$ cat src/rtl/riscv_trace_buffer.sv
// -----------------------------------------------------------------------------
// riscv_trace_buffer
//
// Captures retired-instruction trace records from a RISC-V core and serializes
// them onto a 32-bit valid/ready stream. A commit is a cycle with capture_en=1
// where the PC differs from the one sampled on the previous capture cycle (or
// the first capture since reset/clear). Each commit stores
// {pc, instruction, alu_result[, cycle stamp]} in a DEPTH-entry FIFO. The
// readout FSM emits one entry as consecutive words PC, instruction, ALU result
// [, stamp], with out_last on the final word. Commits arriving while the FIFO
// is full and not being popped are dropped and counted.
//
// Optional feature macro: TRACE_CYCLE_STAMP_EN
//   When defined, a free-running 32-bit cycle counter is stored with every
//   entry and emitted as a fourth word.
//
// Parameters:
//   DEPTH   FIFO entry count (power of two, 4..256)
//   DROP_W  width of the saturating drop counter
//
// Ports:
//   clk                input   clock, rising edge
//   reset              input   synchronous, active-low reset
//   capture_en         input   enables commit capture
//   pc_debug           input   [31:0] processor PC
//   instruction_debug  input   [31:0] processor instruction
//   alu_result_debug   input   [31:0] processor ALU result
//   clear              input   flush FIFO, clear overflow and drop_count
//   out_valid          output  out_data holds a valid trace word
//   out_ready          input   consumer accepts the word
//   out_data           output  [31:0] serialized trace word
//   out_last           output  final word of the current entry
//   level              output  [clog2(DEPTH):0] entries stored
//   overflow           output  sticky, set when a commit is dropped
//   drop_count         output  [DROP_W-1:0] dropped commits, saturating
// -----------------------------------------------------------------------------
module riscv_trace_buffer #(
  parameter int DEPTH  = 16,
  parameter int DROP_W = 16,
  localparam int LVL_W = $clog2(DEPTH) + 1
) (
  input  logic              clk,
  input  logic              reset,
  input  logic              capture_en,
  input  logic [31:0]       pc_debug,
  input  logic [31:0]       instruction_debug,
  input  logic [31:0]       alu_result_debug,
  input  logic              clear,
  output logic              out_valid,
  input  logic              out_ready,
  output logic [31:0]       out_data,
  output logic              out_last,
  output logic [LVL_W-1:0]  level,
  output logic              overflow,
  output logic [DROP_W-1:0] drop_count
);

  localparam int PTR_W = $clog2(DEPTH);

  typedef struct packed {
`ifdef TRACE_CYCLE_STAMP_EN
    logic [31:0] stamp;
`endif
    logic [31:0] alu;
    logic [31:0] instr;
    logic [31:0] pc;
  } entry_t;

  typedef enum logic [2:0] {
    IDLE,
    W_PC,
    W_INSTR,
`ifdef TRACE_CYCLE_STAMP_EN
    W_ALU,
    W_STAMP
`else
    W_ALU
`endif
  } state_t;

`ifdef TRACE_CYCLE_STAMP_EN
  localparam state_t LAST_ST = W_STAMP;
`else
  localparam state_t LAST_ST = W_ALU;
`endif

  entry_t              mem [DEPTH];
  entry_t              head;
  entry_t              wr_entry;
  logic [PTR_W-1:0]    wr_ptr_q;
  logic [PTR_W-1:0]    rd_ptr_q;
  logic [LVL_W-1:0]    level_q;
  logic [LVL_W-1:0]    level_d;
  logic [31:0]         last_pc_q;
  logic                first_q;
  logic                overflow_q;
  logic [DROP_W-1:0]   drop_count_q;
  state_t              state_q;
  state_t              state_d;
  logic                full;
  logic                commit;
  logic                push;
  logic                pop;
  logic                drop;

`ifdef TRACE_CYCLE_STAMP_EN
  logic [31:0]         cycle_q;

  always_ff @(posedge clk) begin
    if (!reset) cycle_q <= '0;
    else        cycle_q <= cycle_q + 32'd1;
  end
`endif

  // ---------------------------------------------------------------------------
  // Capture side
  // ---------------------------------------------------------------------------
  assign full   = (level_q == LVL_W'(DEPTH));
  assign commit = capture_en && (first_q || (pc_debug != last_pc_q));
  // The final-word handshake frees a slot on the same edge, so a commit
  // arriving then is still stored even though the FIFO reads full.
  assign pop    = out_ready && (state_q == LAST_ST);
  assign push   = commit && (!full || pop);
  assign drop   = commit && full && !pop;

  always_comb begin
    wr_entry       = '0;
    wr_entry.pc    = pc_debug;
    wr_entry.instr = instruction_debug;
    wr_entry.alu   = alu_result_debug;
`ifdef TRACE_CYCLE_STAMP_EN
    wr_entry.stamp = cycle_q;
`endif
  end

  // NOTE: the storage array is deliberately not reset; its contents are only
  // ever observed through rd_ptr_q while level_q says the slot is occupied.
  always_ff @(posedge clk) begin
    if (push) mem[wr_ptr_q] <= wr_entry;
  end

  assign head = mem[rd_ptr_q];

  always_comb begin
    level_d = level_q;
    if (push && !pop)      level_d = level_q + LVL_W'(1);
    else if (pop && !push) level_d = level_q - LVL_W'(1);
  end

  // NOTE: all state below uses non-blocking assignments so every register
  // samples the pre-edge values of its peers regardless of statement order.
  always_ff @(posedge clk) begin
    if (!reset) begin
      wr_ptr_q     <= '0;
      rd_ptr_q     <= '0;
      level_q      <= '0;
      last_pc_q    <= '0;
      first_q      <= 1'b1;
      overflow_q   <= 1'b0;
      drop_count_q <= '0;
      state_q      <= IDLE;
    end else if (clear) begin
      wr_ptr_q     <= '0;
      rd_ptr_q     <= '0;
      level_q      <= '0;
      first_q      <= 1'b1;
      overflow_q   <= 1'b0;
      drop_count_q <= '0;
      state_q      <= IDLE;
    end else begin
      // Pointers are PTR_W bits wide, so +1 wraps modulo DEPTH.
      if (push) wr_ptr_q <= wr_ptr_q + PTR_W'(1);
      if (pop)  rd_ptr_q <= rd_ptr_q + PTR_W'(1);
      level_q <= level_d;
      state_q <= state_d;
      if (capture_en) begin
        last_pc_q <= pc_debug;
        first_q   <= 1'b0;
      end
      if (drop) begin
        overflow_q <= 1'b1;
        if (drop_count_q != '1) drop_count_q <= drop_count_q + DROP_W'(1);
      end
    end
  end

  // ---------------------------------------------------------------------------
  // Readout FSM: outputs decode directly from the registered state and the
  // FIFO head, so out_data is stable for as long as the state is held.
  // ---------------------------------------------------------------------------
  // NOTE: every output of this block gets a default first so no path through
  // the case statement can leave a signal unassigned and infer a latch.
  always_comb begin
    state_d   = state_q;
    out_valid = 1'b0;
    out_data  = '0;
    out_last  = 1'b0;
    unique case (state_q)
      IDLE: begin
        if (level_q != '0) state_d = W_PC;
      end
      W_PC: begin
        out_valid = 1'b1;
        out_data  = head.pc;
        if (out_ready) state_d = W_INSTR;
      end
      W_INSTR: begin
        out_valid = 1'b1;
        out_data  = head.instr;
        if (out_ready) state_d = W_ALU;
      end
`ifdef TRACE_CYCLE_STAMP_EN
      W_ALU: begin
        out_valid = 1'b1;
        out_data  = head.alu;
        if (out_ready) state_d = W_STAMP;
      end
      W_STAMP: begin
        out_valid = 1'b1;
        out_data  = head.stamp;
        out_last  = 1'b1;
        if (out_ready) state_d = (level_d != '0) ? W_PC : IDLE;
      end
`else
      W_ALU: begin
        out_valid = 1'b1;
        out_data  = head.alu;
        out_last  = 1'b1;
        // Go straight to the next entry when one remains after this pop.
        if (out_ready) state_d = (level_d != '0) ? W_PC : IDLE;
      end
`endif
      default: state_d = IDLE;
    endcase
  end

  assign level      = level_q;
  assign overflow   = overflow_q;
  assign drop_count = drop_count_q;

endmodule

$ cat config.mk
export PLATFORM = sky130hd
export DESIGN_NAME = riscv_trace_buffer
export DESIGN_NICKNAME = d
export VERILOG_FILES = /design/src/rtl/riscv_trace_buffer.sv
export SDC_FILE = /design/constraint.sdc
export NUM_CORES = 1
export LEC_CHECK = 0
export CORE_MARGIN = 2
export CORE_UTILIZATION = 44
export CTS_CLUSTER_SIZE = 25
export DETAILED_ROUTE_END_ITERATION = 12
export DONT_BUFFER_PORTS = 1
export PLACE_DENSITY_LB_ADDON = 0.15
export SYNTH_ARGS = -nofsm -noshare
export SYNTH_HDL_FRONTEND = slang
export SYNTH_SLANG_ARGS = --single-unit
$ cat constraint.sdc
create_clock -name clk -period 19.3 [get_ports clk]
set_input_delay 5.79 -clock clk [delete_from_list [all_inputs] [get_ports clk]]
set_output_delay 5.79 -clock clk [all_outputs]
set_load 0.02 [all_outputs]
# After elaboration in Yosys (flattened, before gate mapping)
# Memory sizes are Yosys's and may differ from the RTL's. A register that Yosys moved wholly into a read port is not among the register bits.
# Cells that the tools add are included.
# totals
register_bits	66
out_inout_bits	56
input_bits	101
ramBits	1536
elab_cells	61
mem_count	1
# mem_list
memory	depth	width	read_ports	rd_clocked_by_memory_dff	wr	line	text
mem	16	96	1	1	1	87	entry_t mem [DEPTH];
# op_classes
reduce_logical	20
mux	15
eq_ne	10
bitwise	2
add_sub_neg	5
# op_table
cell	n
$pmux W32 S3	1
$ne A32 B32 Y1	1
$add A16 B1 Y16 const B	1
$ne A16 B16 Y1 const B	1
$mux W3	4
$pmux W3 S4	1
$mux W5	2
$reduce_bool A5 Y1	2
$add A4 B1 Y4 const B	2
$mux W4	2
$ne A2 B2 Y1 const B	4
$logic_and A1 B1 Y1	7
$eq A3 B2 Y1 const B	2
$add A5 B1 Y5 const B	1
$eq A5 B5 Y1 const B	1
$mux W1	5
$sub A5 B1 Y5 const B	1
$reduce_and A2 Y1	2
$reduce_and A4 Y1	1
$eq A3 B1 Y1 const B	1
$logic_not A1 Y1	3
$logic_not A3 Y1	1
$reduce_or A3 Y1	1
$logic_or A1 B1 Y1	2
2 further kinds	3

# Logic depth before layout (Yosys ltp)
# logic_depth
word_depth	12
depth_mapped	9
mapped_depth_nobuf	8

# Worst setup path before layout
# No wires, ideal clock.
# synth_timing
kind	input port to flip-flop
startpoint	input port pc_debug[10]
endpoint	memory mem[0][0] (netlist name) (enable)
n_path_buf	0
arrival_ps	13205
setup_time_ps	668
setup_slack_ps	5427
t_required_ps	18632
cell_stages	7
path_cell_list	xnor2_1 and2_1 nand4_1 o31ai_1 nor2_1 nand2_1 nor3_1
# synth_via
elab_chain_cells	6
# synth_rtl
element	line	text
from (decl)	45	input logic [31:0] pc_debug,
$ne A32 B32 Y1	119	assign commit = capture_en && (first_q || (pc_debug != last_pc_q));
$logic_or A1 B1 Y1	119	
$logic_and A1 B1 Y1	119	
$logic_and A1 B1 Y1	123	assign push = commit && (!full || pop);
$mux W1	139	if (push) mem[wr_ptr_q] <= wr_entry;
$mux W1 (not written as such)	139	
to (decl)	87	
# No other way between the ends.

==> impl_metrics.tcl <==
set metrics [dict create \
    status "finished, final reports clean" \
    finalSetupViolCount 0 \
    grt_pass1_vias 29400 \
    cts_buffer_depth 3 \
    path_class "flip-flop to output port" \
    drive_gt1_share_pct 27.0 \
    final_area_um2 69200 \
    drv_cap 0 \
    hold_viol 0 \
    max-slew-margin-rel_pct 12.2 \
    required_ns 13.51 \
    path_clk_slew_ns 0.06 \
    synthCells 2674 \
    num_rows 137 \
    whs_path_depth 2 \
    worstPathMaxFanout 63 \
    syn_area_um2 61600 \
    final_cell_mix "edfxtp_1 (1536), mux4_2 (480), clkbuf_16 (173)" \
    drt-initial-drc-count 2838 \
    dp_hpwl_um 80200 \
    end_kind "output port" \
    place_congestion 0.762 \
    placed_area_um2 63900 \
    grt_overflow_total 0 \
    cts_resized 0 \
    min_period_ns 11.99 \
    ir_drop_v 0.0000961 \
    drtAntennaViolNets 0 \
    preCtsSetupSlack_ns 8.03 \
    vias 28100 \
    path_cells "buf_4 > buf_4 > buf_4 > mux4_2 > mux4_2 > a22oi_1 > a21oi_1" \
    cts_setup_buffers 0 \
    final.setup.tns_ns 0 \
    hp-start "last_pc_q[4]" \
    start_util_pct 44.2 \
    layout.nets 2866 \
    area_delta_synth_final_pct 12.3 \
    fin_crit_sh_pct 62.1 \
    drc_errors 0 \
    synth_edf_count 1536 \
    cp_slowest_stage_delay_ns 0.94 \
    ys_types 45 \
    worst_pin_slew_ns 1.31 \
    rsz0062_at_grt "false" \
    root_buffer "clkbuf_16" \
    seq_area_frac_synth_pct 77.2 \
    min_to "last_pc_q[4]" \
    syn_avg_cell_area_um2 23.0 \
    core-area_um2 139000 \
    syn-num-nets 2789 \
    totalWireLength_um 155000 \
    grt_pass1_wl_um 219000 \
    cts-hold-fix-buffers 0 \
    p_leak_uw 0.0204 \
    h-tree-depth 4 \
    power.density_nw_per_um2 101 \
    ys_warn_count 0 \
    insertion_delay_ns 0.79 \
    hold_class "flip-flop to flip-flop" \
    cts_buffers 166 \
    arrival_ns 6.20 \
    cts_sinks 1605 \
    worst_clock_skew_ns 0.0311 \
    cpMaxStageDelayCell "dfxtp_4" \
    numPortBuffers 0 \
    r2r-start "state_q[0]" \
    synth_ff_type "edfxtp_1" \
    die_h_um 378 \
    layout_commonest_cell "edfxtp_1" \
    synthArstFlopShare_pct 0 \
    routed_via_density 5.90 \
    crit_top_cell "buf_4" \
    drt-pass1-iter-count 5 \
    io_pins 157 \
    fmax_mhz 83.4 \
    fin_ws_ns 7.31 \
    wl_per_cell_um 32.4 \
    diodes 0 \
    synth-seq-cells 1605 \
    grt_max_degree 97 \
    antenna_found_initial 1 \
    grt_util_all_layers_pct 22.0 \
    dieArea_um2 143000 \
    slew_violations 0 \
    tritoncts "built" \
    die_x_um 378 \
    start_kind "flip-flop" \
    reg2reg_depth 9 \
    rr_endpoint "mem[8][4]" \
    reg2reg_slack_ns 13.40 \
    timing.hold.ws_ns 0.473 \
]
==> metal layers <==
metal / global-route usage (%) / part of all wire (%) / vias up
met5: 0 / 0 / -
met4: 5.93 / 2.1 / 0
met3: 4.75 / 6.6 / 199
met2: 36.2 / 50 / 849
met1: 29.7 / 41 / 15600
li1: - / - / 11500
==> critical path: cells and delay by family, from the launching register on <==
kind | cells | cell delay (ns)
AO/OA/AOI/OAI | 2 | 0.79
buffers and inverters | 3 | 2.49
flip-flops | 1 | 0.94
multiplexers | 2 | 1.02
==> worst max-delay path by stage <==
stage	start	to	depth (start not counted)
2_1_floorplan	pc_debug[10]	mem[0][0]	7
3_3_place_gp	flip-flop	out_data[9]	7
3_5_place_dp	flip-flop	out_data[9]	7
4_1_cts	flip-flop	out_data[9]	7
5_1_grt	flip-flop	out_data[31]	7
6_report	flip-flop	out_data[9]	7
==> synthesized netlist by cell type (all sizes together) (2+ instances only) <==
master | instances | area [um^2]
a22oi | 32 | 240
ha | 14 | 175
nor4 | 16 | 100
clkbuf | 94 | 354
o211ai | 2 | 15.0
inv | 9 | 33.8
a31o | 3 | 26.3
a21boi | 32 | 240
nor3 | 12 | 60.1
a31oi | 2 | 12.5
and4 | 5 | 43.8
and2 | 4 | 25.0
nand2b | 5 | 31.3
o21ai | 3 | 15.0
xor2 | 33 | 289
buf | 50 | 249
nor2 | 46 | 173
dfxtp | 69 | 1380
nand2 | 120 | 450
xnor2 | 20 | 175
nand3 | 9 | 45.0
mux4 | 480 | 10800
edfxtp | 1536 | 46100
nand4 | 8 | 50.1
nor4b | 4 | 35.0
or2 | 2 | 12.5
mux2i | 2 | 20.0
and3 | 4 | 25.0
nor2b | 2 | 12.5
a21oi | 44 | 220
==> state kept, by name (all words and copies together) (netlist names), named ones only <==
name and count:
first_q 1, level 5, drop_count 16, rd_ptr_q 4, state_q 2, last_pc_q 32, mem 1536, overflow 1
wr_ptr_q 4
==> final cells by class <==
type	count	area, um^2
repair buffers	53	485
fillers	11000	70000
clock buffers	226	4530
well taps	1876	2350
flip-flops and latches	1605	47500
multi-input cells	916	13500
inverters	9	33.8
clock inverters	78	688
==> metrics by stage <==
stage	total power, uW	utilization, %	std cells
floorplan	3980	-	2674
global placement	4010	45.9	4459
detailed placement	4010	45.9	4459
CTS	7080	49.7	4763
global route	7220	49.7	4763
finish	7020	49.7	4763
==> report_power, final <==
| group | internal (uW) | total [uW] | switching (uW) | leakage (uW) |
|---|---|---|---|---|
| Clock | 1790 | 3080 | 1290 | 0.00252 |
| Sequential | 3840 | 3850 | 7.04 | 0.0144 |
| Combinational | 35.6 | 88.1 | 52.5 | 0.00346 |
| Total | 5660 | 7020 | 1350 | 0.0204 |
==> cell families (layout without fill, tap and decap cells) <==
kind of cell | Yosys count | in the layout | share of synthesized area [%]
flip-flops | 1605 | 1605 | 77.2
multiplexers | 483 | 483 | 17.6
AND/OR/NAND/NOR | 239 | 239 | 1.75
buffers and inverters | 153 | 366 | 1.03
AO/OA/AOI/OAI | 127 | 127 | 1.38
XOR/XNOR | 53 | 53 | 0.754
adder cells (fa/ha/maj) | 14 | 14 | 0.285
Power figures use the tool's default switching activity.
